<file path="src/rtl/data_mem_arbiter_if.sv">
// Bundle of the two requester ports plus the shared data-memory port.
//   req0/we0/addr0/wdata0  -> port 0 request (CPU load/store path)
//   gnt0/rvalid0/rdata0    <- port 0 grant pulse, read-valid pulse, read data
//   req1..rdata1           same for port 1 (secondary master)
//   mem_access_addr, mem_write_data, mem_write_en, mem_read -> memory
//   mem_read_data          <- memory (combinational read)
//   busy                   <- arbiter not idle
// slave: arbiter side. master: requester/memory environment side.
interface data_mem_arbiter_if #(
  parameter int DATA_W = 16,
  parameter int ADDR_W = 16
);
  logic              req0, we0, gnt0, rvalid0;
  logic [ADDR_W-1:0] addr0;
  logic [DATA_W-1:0] wdata0, rdata0;
  logic              req1, we1, gnt1, rvalid1;
  logic [ADDR_W-1:0] addr1;
  logic [DATA_W-1:0] wdata1, rdata1;
  logic [ADDR_W-1:0] mem_access_addr;
  logic [DATA_W-1:0] mem_write_data, mem_read_data;
  logic              mem_write_en, mem_read;
  logic              busy;

  modport slave (
    input  req0, we0, addr0, wdata0, req1, we1, addr1, wdata1, mem_read_data,
    output gnt0, rvalid0, rdata0, gnt1, rvalid1, rdata1,
           mem_access_addr, mem_write_data, mem_write_en, mem_read, busy
  );

  modport master (
    output req0, we0, addr0, wdata0, req1, we1, addr1, wdata1, mem_read_data,
    input  gnt0, rvalid0, rdata0, gnt1, rvalid1, rdata1,
           mem_access_addr, mem_write_data, mem_write_en, mem_read, busy
  );
endinterface

</file>
<file path="src/rtl/data_mem_arbiter.sv">
// Round-robin arbiter sharing a single-port data memory between two masters.
// One access every three cycles: IDLE (sample/arbitrate) -> ACCESS (gnt and
// memory strobes driven) -> RESP (rvalid for reads).
//   clk   : rising-edge clock
//   reset : asynchronous active-high reset
//   bus   : requester ports and memory port (see data_mem_arbiter_if)
module data_mem_arbiter #(
  parameter int DATA_W = 16,
  parameter int ADDR_W = 16
) (
  input  logic                clk,
  input  logic                reset,
  data_mem_arbiter_if.slave   bus
);

  typedef enum logic [1:0] {IDLE, ACCESS, RESP} state_t;

  state_t            r_state;
  logic              r_ptr;      // last-granted port
  logic              r_win;      // port owning the access in flight
  logic              r_we;
  logic              r_gnt0, r_gnt1, r_rvalid0, r_rvalid1;
  logic [DATA_W-1:0] r_rdata0, r_rdata1;
  logic [ADDR_W-1:0] r_mem_addr;
  logic [DATA_W-1:0] r_mem_wdata;
  logic              r_mem_wen, r_mem_rd;

  logic              w_any, w_pick1, w_we;
  logic [ADDR_W-1:0] w_addr;
  logic [DATA_W-1:0] w_wdata;

  // On a tie the port that was not granted last wins.
  always_comb begin
    w_any   = bus.req0 | bus.req1;
    w_pick1 = bus.req1 & (~bus.req0 | ~r_ptr);
    w_we    = w_pick1 ? bus.we1    : bus.we0;
    w_addr  = w_pick1 ? bus.addr1  : bus.addr0;
    w_wdata = w_pick1 ? bus.wdata1 : bus.wdata0;
  end

  // Memory strobes are the registered request latches themselves, so the
  // asynchronous reset drops mem_write_en before an aborted write can land.
  always_ff @(posedge clk or posedge reset) begin
    if (reset) begin
      r_state     <= IDLE;
      r_ptr       <= 1'b1;
      r_win       <= 1'b0;
      r_we        <= 1'b0;
      r_gnt0      <= 1'b0;
      r_gnt1      <= 1'b0;
      r_rvalid0   <= 1'b0;
      r_rvalid1   <= 1'b0;
      r_rdata0    <= '0;
      r_rdata1    <= '0;
      r_mem_addr  <= '0;
      r_mem_wdata <= '0;
      r_mem_wen   <= 1'b0;
      r_mem_rd    <= 1'b0;
    end else begin
      case (r_state)
        IDLE: begin
          if (w_any) begin
            r_state     <= ACCESS;
            r_ptr       <= w_pick1;
            r_win       <= w_pick1;
            r_we        <= w_we;
            r_gnt0      <= ~w_pick1;
            r_gnt1      <= w_pick1;
            r_mem_addr  <= w_addr;
            r_mem_wdata <= w_we ? w_wdata : '0;
            r_mem_wen   <= w_we;
            r_mem_rd    <= ~w_we;
          end
        end
        ACCESS: begin
          r_state     <= RESP;
          r_gnt0      <= 1'b0;
          r_gnt1      <= 1'b0;
          r_mem_addr  <= '0;
          r_mem_wdata <= '0;
          r_mem_wen   <= 1'b0;
          r_mem_rd    <= 1'b0;
          if (!r_we) begin
            if (r_win) begin
              r_rdata1  <= bus.mem_read_data;
              r_rvalid1 <= 1'b1;
            end else begin
              r_rdata0  <= bus.mem_read_data;
              r_rvalid0 <= 1'b1;
            end
          end
        end
        RESP: begin
          r_state   <= IDLE;
          r_rvalid0 <= 1'b0;
          r_rvalid1 <= 1'b0;
        end
        default: r_state <= IDLE;
      endcase
    end
  end

  assign bus.gnt0            = r_gnt0;
  assign bus.gnt1            = r_gnt1;
  assign bus.rvalid0         = r_rvalid0;
  assign bus.rvalid1         = r_rvalid1;
  assign bus.rdata0          = r_rdata0;
  assign bus.rdata1          = r_rdata1;
  assign bus.mem_access_addr = r_mem_addr;
  assign bus.mem_write_data  = r_mem_wdata;
  assign bus.mem_write_en    = r_mem_wen;
  assign bus.mem_read        = r_mem_rd;
  assign bus.busy            = (r_state != IDLE);

endmodule

</file>
<file path="src/flat_wrapper.sv">
// flat-port wrapper written by rule: the top's interface ports become plain ports
module data_mem_arbiter_flat 
#(
  parameter int DATA_W = 16,
  parameter int ADDR_W = 16
)
  (clk, reset, bus_req0, bus_we0, bus_addr0, bus_wdata0, bus_req1, bus_we1, bus_addr1, bus_wdata1, bus_mem_read_data, bus_gnt0, bus_rvalid0, bus_rdata0, bus_gnt1, bus_rvalid1, bus_rdata1, bus_mem_access_addr, bus_mem_write_data, bus_mem_write_en, bus_mem_read, bus_busy);
  data_mem_arbiter_if #(.DATA_W(DATA_W), .ADDR_W(ADDR_W)) bus_i ();
  input  logic clk;
  input  logic reset;
  input wire logic [$bits(bus_i.req0)-1:0] bus_req0;
  input wire logic [$bits(bus_i.we0)-1:0] bus_we0;
  input wire logic [$bits(bus_i.addr0)-1:0] bus_addr0;
  input wire logic [$bits(bus_i.wdata0)-1:0] bus_wdata0;
  input wire logic [$bits(bus_i.req1)-1:0] bus_req1;
  input wire logic [$bits(bus_i.we1)-1:0] bus_we1;
  input wire logic [$bits(bus_i.addr1)-1:0] bus_addr1;
  input wire logic [$bits(bus_i.wdata1)-1:0] bus_wdata1;
  input wire logic [$bits(bus_i.mem_read_data)-1:0] bus_mem_read_data;
  output wire logic [$bits(bus_i.gnt0)-1:0] bus_gnt0;
  output wire logic [$bits(bus_i.rvalid0)-1:0] bus_rvalid0;
  output wire logic [$bits(bus_i.rdata0)-1:0] bus_rdata0;
  output wire logic [$bits(bus_i.gnt1)-1:0] bus_gnt1;
  output wire logic [$bits(bus_i.rvalid1)-1:0] bus_rvalid1;
  output wire logic [$bits(bus_i.rdata1)-1:0] bus_rdata1;
  output wire logic [$bits(bus_i.mem_access_addr)-1:0] bus_mem_access_addr;
  output wire logic [$bits(bus_i.mem_write_data)-1:0] bus_mem_write_data;
  output wire logic [$bits(bus_i.mem_write_en)-1:0] bus_mem_write_en;
  output wire logic [$bits(bus_i.mem_read)-1:0] bus_mem_read;
  output wire logic [$bits(bus_i.busy)-1:0] bus_busy;
  assign bus_i.req0 = bus_req0;
  assign bus_i.we0 = bus_we0;
  assign bus_i.addr0 = bus_addr0;
  assign bus_i.wdata0 = bus_wdata0;
  assign bus_i.req1 = bus_req1;
  assign bus_i.we1 = bus_we1;
  assign bus_i.addr1 = bus_addr1;
  assign bus_i.wdata1 = bus_wdata1;
  assign bus_i.mem_read_data = bus_mem_read_data;
  assign bus_gnt0 = bus_i.gnt0;
  assign bus_rvalid0 = bus_i.rvalid0;
  assign bus_rdata0 = bus_i.rdata0;
  assign bus_gnt1 = bus_i.gnt1;
  assign bus_rvalid1 = bus_i.rvalid1;
  assign bus_rdata1 = bus_i.rdata1;
  assign bus_mem_access_addr = bus_i.mem_access_addr;
  assign bus_mem_write_data = bus_i.mem_write_data;
  assign bus_mem_write_en = bus_i.mem_write_en;
  assign bus_mem_read = bus_i.mem_read;
  assign bus_busy = bus_i.busy;
  data_mem_arbiter #(.DATA_W(DATA_W), .ADDR_W(ADDR_W)) u_core (.clk(clk), .reset(reset), .bus(bus_i));
endmodule
</file>
<file path="config.mk">
export PLATFORM = sky130hd
export DESIGN_NAME = data_mem_arbiter_flat
export DESIGN_NICKNAME = d
export VERILOG_FILES = /design/src/rtl/data_mem_arbiter_if.sv /design/src/rtl/data_mem_arbiter.sv /design/src/flat_wrapper.sv
export SDC_FILE = /design/constraint.sdc
export NUM_CORES = 1
export LEC_CHECK = 0
export ABC_AREA = 1
export BUFFER_PORTS_ARGS = -buffer_cell sky130_fd_sc_hd__buf_2
export CAP_MARGIN = 20
export CORE_ASPECT_RATIO = 0.6
export CORE_UTILIZATION = 40
export DETAILED_ROUTE_END_ITERATION = 8
export GPL_ROUTABILITY_DRIVEN = 0
export MAX_ROUTING_LAYER = met4
export PLACE_DENSITY = 0.71
export SYNTH_ARGS = -nofsm -noshare
export SYNTH_HDL_FRONTEND = slang
export SYNTH_SLANG_ARGS = --single-unit
</file>
<file path="constraint.sdc">
create_clock -name clk -period 6.8 [get_ports clk]
set_clock_uncertainty 0.15 [all_clocks]
set_input_delay 1.36 -clock clk [delete_from_list [all_inputs] [get_ports clk]]
set_output_delay 1.36 -clock clk [all_outputs]
set_load 0.02 [all_outputs]
</file>
==> flow_summary.yaml, run 1 <==
floorplanning:
  die_w_um: 124
  fp.dieH_um: 75.2
  initial_core_util: 0.416
  die_area_mm2: 0.00933
  design.core.area_mm2: 0.00859
  io_pins: 157
  rows: 26
global_route:
  antenna_found_initial: 0
  grt_max_degree: 76
  grt_pass1_wl_um: 14500
  grt.overflow.total: 0
  grt_pass1_vias: 2951
  grt.total_usage: 0.213
timing:
  finalCriticalPeriod_ns: 3.26
  drv_slew: 0
  relSlewSlack: 0.317
  setup_viol: 0
  holdWs_ns: 0.330
  tightest_slew_ns: 1.02
  fin_tns_setup_ns: 0
  hold_viol_final: 0
  post-route-period-util: 0.479
  rsz0062_at_grt: "false"
  fmaxAchievable_ghz: 0.307
status:
  status: "finished clean"
power:
  power_mw: 2.30
  powerDensity_mw_per_mm2: 494
  vdd_drop_max_mv: 0.171
  p_leak_nw: 2.72
cells_and_area:
  drive_gt1_frac: 0.325
  finalNetCount: 667
  stdcell_count: 693
  syn2layout_area_growth_pct: 30.1
  fin_util: 0.542
  diodes: 0
clock_tree:
  numCtsBuffers: 9
  clock-root-buffer: "clkbuf_16"
  cts_resized: 0
  cts_sinks: 75
  postCtsHoldBufs: 0
  cts_tree: "done"
  clock_latency_ns: 0.32
  post_cts_buffers: 0
  htreeDepth: 3
  clk_pin_slew_ns: 0.06
  clock_path_buffers: 2
detailed_routing:
  ant_nets: 0
  vias: 3441
  wl_per_cell_um: 13.6
  wl_um: 9400
  remaining_drc_errors: 0
  vias_per_cell: 4.97
  first_iter_violations: 184
  drt-pass1-iter-count: 4
synthesis:
  synthArstFlopShare: 1.00
  post-synth-top-count-cell: "nand2_1"
  ys.flop_type: "dfrtp_1"
  synth.top_cells.by_area: "dfrtp_1, nand2_1, nand3_1"
  synth_top_area_share: 0.518
  ys_seq_area_frac: 0.525
  synth_cells: 435
  synth.net_count: 526
  synth_area_leader_cell: "dfrtp_1"
  synth-seq-cells: 75
  netlist_top_cells_count: "nand2_1, nand3_1, dfrtp_1"
  ys_types: 19
  ys_warn_count: 0
  syn_avg_cell_area_um2: 8.22
  synth_area_mm2: 0.00357
  synth_edf_count: 0
setup_path:
  arrival_ns: 3.32
  required_ns: 6.86
  worstSetupPathType: "in2reg"
  cp-end-kind: "flop"
  r2r-start: "u_core.r_state[1]$_DFFE_PP0P_"
  reg2reg_slack_ns: 4.46
  crit_fanout: 40
  rr_worst_depth: 6
  setup.worst_path.end: "u_core.bus.mem_access_addr[7]$_DFFE_PP0P_"
  critPathLaunchType: "input port"
  r2r-end: "u_core.bus.mem_access_addr[7]$_DFFE_PP0P_"
  startpoint: "bus_req1"
placed_design:
  io_buffers: 156
  hpwlAfterDp_um: 6440
  placed_cells: 675
hold_path:
  hold_path.class: "reg2reg"
  min-delay-start: "u_core.bus.rdata0[11]$_DFFE_PP0P_"
flow_run:
  maxCapViolations: 0
-- report_power, final --
group | leakage, nW | internal, mW | switching, mW
clock network | 0.145 | 0.292 | 0.172
registers | 0.948 | 0.656 | 0.115
logic | 1.63 | 0.332 | 0.729
total | 2.72 | 1.28 | 1.02
-- critical path, stage by stage --
cell and delay (ns):
buf_2 0.34, o21ai_4 0.91, nand2_2 0.41, nand3_1 0.21
nand2_1 0.07
-- through the flow --
step	setup WS (ns)	instance area (um2)
floorplan	3.38	3570
global placement	3.28	4330
detailed placement	3.19	4330
CTS	3.55	4620
global route	3.31	4650
finish	3.54	4650
-- state kept, by name, indices dropped and copies added, names as in the netlist, 2 cells and up --
signal,cells
u_core.bus.mem_write_data,16
u_core.bus.rdata0,16
u_core.r_state,2
u_core.bus.mem_access_addr,16
u_core.bus.rdata1,16
-- placed cells by master, fill, tap and decap left out, drive strengths merged --
master | synthesis | routed
buf | 23 | 159
bufinv | 0 | 1
clkbuf | 6 | 11
clkinv | 0 | 3
clkinvlp | 0 | 1
dfrtp | 74 | 74
dfstp | 1 | 1
ha | 5 | 5
inv | 27 | 27
nand2 | 151 | 151
nand3 | 101 | 101
nand4 | 7 | 7
nor2 | 1 | 1
o21ai | 39 | 39
-- layer usage --
metal / global-route usage / vias to the layer above / wire, um
met5: - / - / 0
met4: 0.0608 / 0 / 59
met3: 0.0606 / 7 / 694
met2: 0.322 / 118 / 4330
met1: 0.279 / 1610 / 4310
li1: - / 1706 / -
-- worst min-delay path by stage --
stage,to,slack (ns),cells past startpoint
floorplan,u_core.r_ptr$_DFFE_PP1P_,0.30,2
global route,u_core.bus.rdata0[11]$_DFFE_PP0P_,0.35,2
global placement,u_core.r_ptr$_DFFE_PP1P_,0.31,2
finish,u_core.bus.rdata0[11]$_DFFE_PP0P_,0.33,2
detailed placement,u_core.r_ptr$_DFFE_PP1P_,0.32,2
CTS,u_core.r_ptr$_DFFE_PP1P_,0.33,2
-- cell type report --
cell class                 count  area [um2]
clock inverter                 5        52.6
sequential                    75        1880
inverter                      27         101
tap                          112         140
timing repair buffer         159         815
multi-input combinational    304        1420
clock buffer                  11         243
fill                         840        3940
-- logic make-up after synthesis --
| kind of cell | share of synthesized area |
|---|---|
| AO/OA/AOI/OAI | 0.0578 |
| flip-flops | 0.525 |
| buffers and inverters | 0.0770 |
| adder cells (fa/ha/maj) | 0.0175 |
| AND/OR/NAND/NOR | 0.322 |
Note: power is estimated with default switching activity, not from simulation.
==> inputs of run 2 (changes only) <==
--- a/config.mk
+++ b/config.mk
@@ -5,7 +5,7 @@
 export SDC_FILE = /design/constraint.sdc
 export NUM_CORES = 1
 export LEC_CHECK = 0
-export ABC_AREA = 1
+export ABC_AREA = 0
 export BUFFER_PORTS_ARGS = -buffer_cell sky130_fd_sc_hd__buf_2
 export CAP_MARGIN = 20
 export CORE_ASPECT_RATIO = 0.6
@@ -13,7 +13,7 @@
 export DETAILED_ROUTE_END_ITERATION = 8
 export GPL_ROUTABILITY_DRIVEN = 0
 export MAX_ROUTING_LAYER = met4
-export PLACE_DENSITY = 0.71
+export PLACE_DENSITY = 0.72
 export SYNTH_ARGS = -nofsm -noshare
 export SYNTH_HDL_FRONTEND = slang
 export SYNTH_SLANG_ARGS = --single-unit
==> constraint.sdc (replaced) <==
create_clock -name clk -period 3 [get_ports clk]
set_clock_uncertainty 0.15 [all_clocks]
set_input_delay 0.6 -clock clk [delete_from_list [all_inputs] [get_ports clk]]
set_output_delay 0.6 -clock clk [all_outputs]
set_load 0.02 [all_outputs]
==> flow_summary.yaml, run 2 <==
clock_tree:
  clock-root-buffer: "clkbuf_16"
  clock_latency_ns: 0.32
  clock_path_buffers: 2
  numCtsBuffers: 9
  clk_pin_slew_ns: 0.06
  htreeDepth: 3
  post_cts_buffers: 0
  postCtsHoldBufs: 0
  cts_tree: "done"
  cts_resized: 0
  cts_sinks: 75
setup_path:
  required_ns: 3.10
  r2r-start: "u_core.r_state[0]$_DFFE_PP0P_"
  slowest_stage: "or3b_1"
  critPathBufInv: 1
  arrival_ns: 2.43
  cp_top_family: "compound AO/OA/AOI/OAI gates"
  crit_chain: "inv_1 -> ha_1 -> or3b_1 -> o21ai_4 -> a221o_1"
  crit_fanout: 36
  cp-end-kind: "flop"
  slowest_delay_ns: 0.50
  reg2reg_slack_ns: 0.67
  critPathLaunchType: "flop"
  rr_worst_depth: 5
  worstSetupPathType: "reg2reg"
  r2r-end: "u_core.bus.mem_write_data[6]$_DFFE_PP0P_"
detailed_routing:
  first_iter_violations: 124
  vias: 2648
  wl_per_cell_um: 15.3
  vias_per_cell: 5.03
  remaining_drc_errors: 0
  drt-pass1-iter-count: 4
  wl_um: 8040
  ant_nets: 0
global_route:
  antenna_found_initial: 0
  grt_max_degree: 37
  met1_usage: 0.273
  grt.overflow.total: 0
  grtUsageMet3: 0.0555
  grt_pass1_wl_um: 12700
  busiest_layer: "met2"
  grt_pass1_vias: 2504
  met2_usage: 0.292
  grt.total_usage: 0.199
power:
  powerDensity_mw_per_mm2: 1130
  power_switching_mw: 1.98
  power.internal_mw: 3.11
  vdd_drop_max_mv: 0.401
  clockPowerShare: 0.227
  p_comb_frac: 0.435
  netSwitchingFraction: 0.389
  p_leak_nw: 2.33
  seqPwrFrac: 0.337
cells_and_area:
  diodes: 0
  layout_common_cells: "buf_2, dfrtp_1, mux2_2, nor3_1, a221o_1"
  syn2layout_area_growth_pct: 34.5
  fin_util: 0.565
  finalNetCount: 504
  final_common_cell: "buf_2"
  drive_gt1_frac: 0.517
synthesis:
  ys_types: 30
  synth_cells: 258
  ys.flop_type: "dfrtp_1"
  synth-seq-cells: 75
  synth_area_mm2: 0.00335
  synth.net_count: 349
  synthArstFlopShare: 1.00
  synth_area_leader_cell: "dfrtp_1"
  post-synth-top-count-cell: "dfrtp_1"
  ys_warn_count: 0
  synth_edf_count: 0
  syn_avg_cell_area_um2: 13.0
  synth_top_area_share: 0.553
  ys_seq_area_frac: 0.561
  synth.top_cells.by_area: "dfrtp_1, mux2_2, a221o_1"
  netlist_top_cells_count: "dfrtp_1, mux2_2, a221o_1, nor3_1, nand2_1"
status:
  status: "finished clean"
timing:
  fin_tns_setup_ns: 0
  tightest_slew_ns: 0.946
  fmaxAchievable_ghz: 0.429
  rsz0062_at_grt: "false"
  hold_viol_final: 0
  relSlewSlack: 0.367
  drv_slew: 0
  post-route-period-util: 0.777
  finalCriticalPeriod_ns: 2.33
  setup_viol: 0
flow_run:
  maxCapViolations: 0
floorplanning:
  design.core.area_mm2: 0.00798
  initial_core_util: 0.420
  die_w_um: 120
  io_pins: 157
  die_area_mm2: 0.00875
  rows: 25
  fp.dieH_um: 72.9
placed_design:
  hpwlAfterDp_um: 5950
  io_buffers: 156
hold_path:
  hold_path.class: "in2async"
[run 2: kinds of logic after synthesis]
kind of cell	count (synthesis)	share of synthesized area
flip-flops	75	0.561
AO/OA/AOI/OAI	47	0.125
AND/OR/NAND/NOR	54	0.0886
adder cells (fa/ha/maj)	5	0.0187
multiplexers	45	0.147
buffers and inverters	32	0.0602
[run 2: final cells by class]
cell class	instances	area [um2]
tap	108	135
multi-input combinational	151	1270
inverter	13	48.8
timing repair buffer	163	846
fill	702	3470
sequential	75	1880
clock inverter	5	85.1
clock buffer	11	243
[run 2: how the worst max path moves through the flow]
stage | cells past startpoint | startpoint | endpoint
2_1_floorplan | 1 | reset | u_core.bus.gnt0$_DFFE_PP0P_
3_3_place_gp | 5 | u_core.r_state[0]$_DFFE_PP0P_ | u_core.bus.mem_write_data[8]$_DFFE_PP0P_
3_5_place_dp | 5 | u_core.r_state[1]$_DFFE_PP0P_ | u_core.bus.mem_write_data[6]$_DFFE_PP0P_
4_1_cts | 5 | u_core.r_state[0]$_DFFE_PP0P_ | u_core.bus.mem_write_data[6]$_DFFE_PP0P_
5_1_grt | 5 | u_core.r_state[0]$_DFFE_PP0P_ | u_core.bus.mem_write_data[6]$_DFFE_PP0P_
6_report | 5 | u_core.r_state[0]$_DFFE_PP0P_ | u_core.bus.mem_write_data[6]$_DFFE_PP0P_
[run 2: power groups by stage]
stage / sequential, mW / combinational, mW / clock [mW]
after floorplan: 2.22 / 1.13 / 0
after global placement: 1.71 / 2.19 / 0
after detailed placement: 1.72 / 2.25 / 0
after CTS: 1.72 / 2.24 / 1.19
after global routing: 1.77 / 2.40 / 1.24
final: 1.72 / 2.21 / 1.16
[run 2: layer usage]
metal | vias up | wire (um)
li1 | 1259 | -
met1 | 1265 | 3880
met2 | 119 | 3550
met3 | 5 | 553
met4 | 0 | 52
met5 | - | 0
[run 2: through the flow]
| step | hold WS (ns) | worst slack, ns | instance area, um2 | cells | power (mW) |
|---|---|---|---|---|---|
| final | 0.216 | 0.670 | 4500 | 526 | 5.09 |
| after global routing | 0.282 | 0.527 | 4500 | 526 | 5.41 |
| after CTS | 0.239 | 0.675 | 4500 | 526 | 5.15 |
| after detailed placement | 0.311 | 0.688 | 4180 | 510 | 3.97 |
| after global placement | 0.312 | 0.808 | 4180 | 510 | 3.91 |
| after floorplan | 0.361 | 0.342 | 3350 | 258 | 3.35 |
==> inputs of run 3 (changes only) <==
--- a/config.mk
+++ b/config.mk
@@ -13,7 +13,7 @@
 export DETAILED_ROUTE_END_ITERATION = 8
 export GPL_ROUTABILITY_DRIVEN = 0
 export MAX_ROUTING_LAYER = met4
-export PLACE_DENSITY = 0.72
+export PLACE_DENSITY = 0.75
 export SYNTH_ARGS = -nofsm -noshare
 export SYNTH_HDL_FRONTEND = slang
 export SYNTH_SLANG_ARGS = --single-unit
==> constraint.sdc (replaced) <==
create_clock -name clk -period 2.05 [get_ports clk]
set_clock_uncertainty 0.15 [all_clocks]
set_input_delay 0.41 -clock clk [delete_from_list [all_inputs] [get_ports clk]]
set_output_delay 0.41 -clock clk [all_outputs]
set_load 0.02 [all_outputs]
==> flow_summary.yaml, run 3 (synthesis results as in run 2) <==
setup_path:
  cp-end-kind: "output port"
  arrival_ns: 1.43
  slowest_stage: "dfrtp_1"
  crit_chain: "inv_1 -> ha_2 -> buf_4 -> inv_1 -> buf_2"
  startpoint: "u_core.r_state[0]$_DFFE_PP0P_"
  required_ns: 1.49
  crit_top_cell: "inv_1"
  reg2reg_slack_ns: 0.12
  r2r-start: "u_core.r_state[0]$_DFFE_PP0P_"
  setup.worst_path.end: "bus_busy"
  crit_fanout: 5
  rr_worst_depth: 6
  r2r-end: "u_core.bus.mem_write_data[8]$_DFFE_PP0P_"
  worstSetupPathType: "reg2out"
  critPathLaunchType: "flop"
  slowest_delay_ns: 0.40
clock_tree:
  cts_sinks: 75
  postCtsHoldBufs: 0
  clk_pin_slew_ns: 0.06
  htreeDepth: 3
  numCtsBuffers: 9
  cts_tree: "done"
  clock_path_buffers: 2
  clock-root-buffer: "clkbuf_16"
  clock_latency_ns: 0.33
timing:
  setup_viol: 0
  drv_slew: 0
  holdWs_ns: 0.00157
  relSlewSlack: 0.604
  fin_tns_setup_ns: 0
  fmaxAchievable_ghz: 0.503
  finalCriticalPeriod_ns: 1.99
  rsz0062_at_grt: "true"
  hold_viol_final: 0
  tightest_slew_ns: 0.592
  post-route-period-util: 0.970
cells_and_area:
  layout_common_cells: "buf_2, dfrtp_1, mux2_2, nor3_1, a221o_1"
  final_common_cell: "buf_2"
  fin_area_mm2: 0.00469
  finalNetCount: 514
  nFillCells: 649
  diodes: 0
  drive_gt1_frac: 0.536
  syn2layout_area_growth_pct: 40.0
detailed_routing:
  vias: 2721
  met3WireLength_um: 553
  drt-pass1-iter-count: 4
  wl_um: 8500
  first_iter_violations: 124
  ant_nets: 0
  vias_per_cell: 5.09
  remaining_drc_errors: 0
  wl_met2_um: 3790
  wl_met1_um: 4100
  wl_per_cell_um: 15.9
  dr.max_layer_used: "met4"
power:
  vdd_drop_max_mv: 0.661
  powerDensity_mw_per_mm2: 1700
  p_leak_nw: 2.42
  power_mw: 7.99
floorplanning:
  fp.dieH_um: 72.9
  initial_core_util: 0.420
  design.core.area_mm2: 0.00798
  io_pins: 157
  rows: 25
  die_area_mm2: 0.00875
  die_w_um: 120
global_route:
  grt_max_degree: 37
  grt_pass1_wl_um: 13500
  grt.overflow.total: 0
  grt.total_usage: 0.212
  antenna_found_initial: 0
  grt_pass1_vias: 2633
hold_path:
  hold_path.class: "in2async"
placed_design:
  io_buffers: 156
  hpwlAfterDp_um: 6300
  placed_area_mm2: 0.00429
flow_run:
  maxCapViolations: 0
status:
  status: "finished clean"
==> run 3: per-stage QoR <==
step	setup WS [ns]	cells	util
5_1_grt	-0.00860	535	0.588
6_report	0.0610	535	0.588
4_1_cts	0.0219	535	0.587
2_1_floorplan	0.129	258	-
3_5_place_dp	-0.0294	518	0.538
3_3_place_gp	0.0818	518	0.538
==> run 3: worst min-delay path by stage <==
stage | from | endpoint | slack, ns | depth (start not counted)
2_1_floorplan | bus_req0 | u_core.r_ptr$_DFFE_PP1P_ | 0.33 | 1
3_3_place_gp | u_core.bus.rdata0[7]$_DFFE_PP0P_ | u_core.bus.rdata0[7]$_DFFE_PP0P_ | 0.31 | 1
3_5_place_dp | u_core.bus.mem_write_en$_DFFE_PP0P_ | u_core.bus.mem_write_en$_DFFE_PP0P_ | 0.32 | 1
4_1_cts | reset | u_core.bus.mem_write_data[10]$_DFFE_PP0P_ | 0.01 | 2
5_1_grt | reset | u_core.bus.mem_write_data[10]$_DFFE_PP0P_ | 0.03 | 2
6_report | reset | u_core.r_state[0]$_DFFE_PP0P_ | 0.002 | 2
==> run 3: repair_timing <==
| item | 4_1_cts | 5_1_grt |
|---|---|---|
| gates resized for setup | 0 | 3 |
| pin swaps | 1 | 0 |
| endpoints found under the hold margin | 0 | 0 |
| setup endpoints to repair | 10 | 24 |
| gates cloned | 0 | 0 |
| setup buffers | 2 | 0 |
==> run 3: worst max-delay path: cells and delay by family, from the launching register on <==
kind       cells  cell delay [ns]
buf+inv        4             0.47
flops          1             0.40
fa+ha+maj      1             0.23
==> run 3: layout make-up <==
type                            instances  area (um2)  area share
Sequential cell                        75        1880       0.401
Multi-Input combinational cell        151        1280       0.272
Timing Repair Buffer                  173         983       0.210
Clock buffer                            9         225      0.0480
Clock inverter                          6         138      0.0294
Tap cell                              108         135      0.0288
Inverter                               13        52.6      0.0112
==> run 3: routing by layer <==
metal  vias up  GRT usage
met3         6     0.0523
met2       117      0.315
met4         0     0.0708
met1      1324      0.284
li1       1274          -
met5         -          -
==> run 3: report_power, final <==
part	switching, mW	internal (mW)
clock	0.607	1.31
combinational	2.02	1.53
sequential	0.380	2.15
total	3.00	4.99
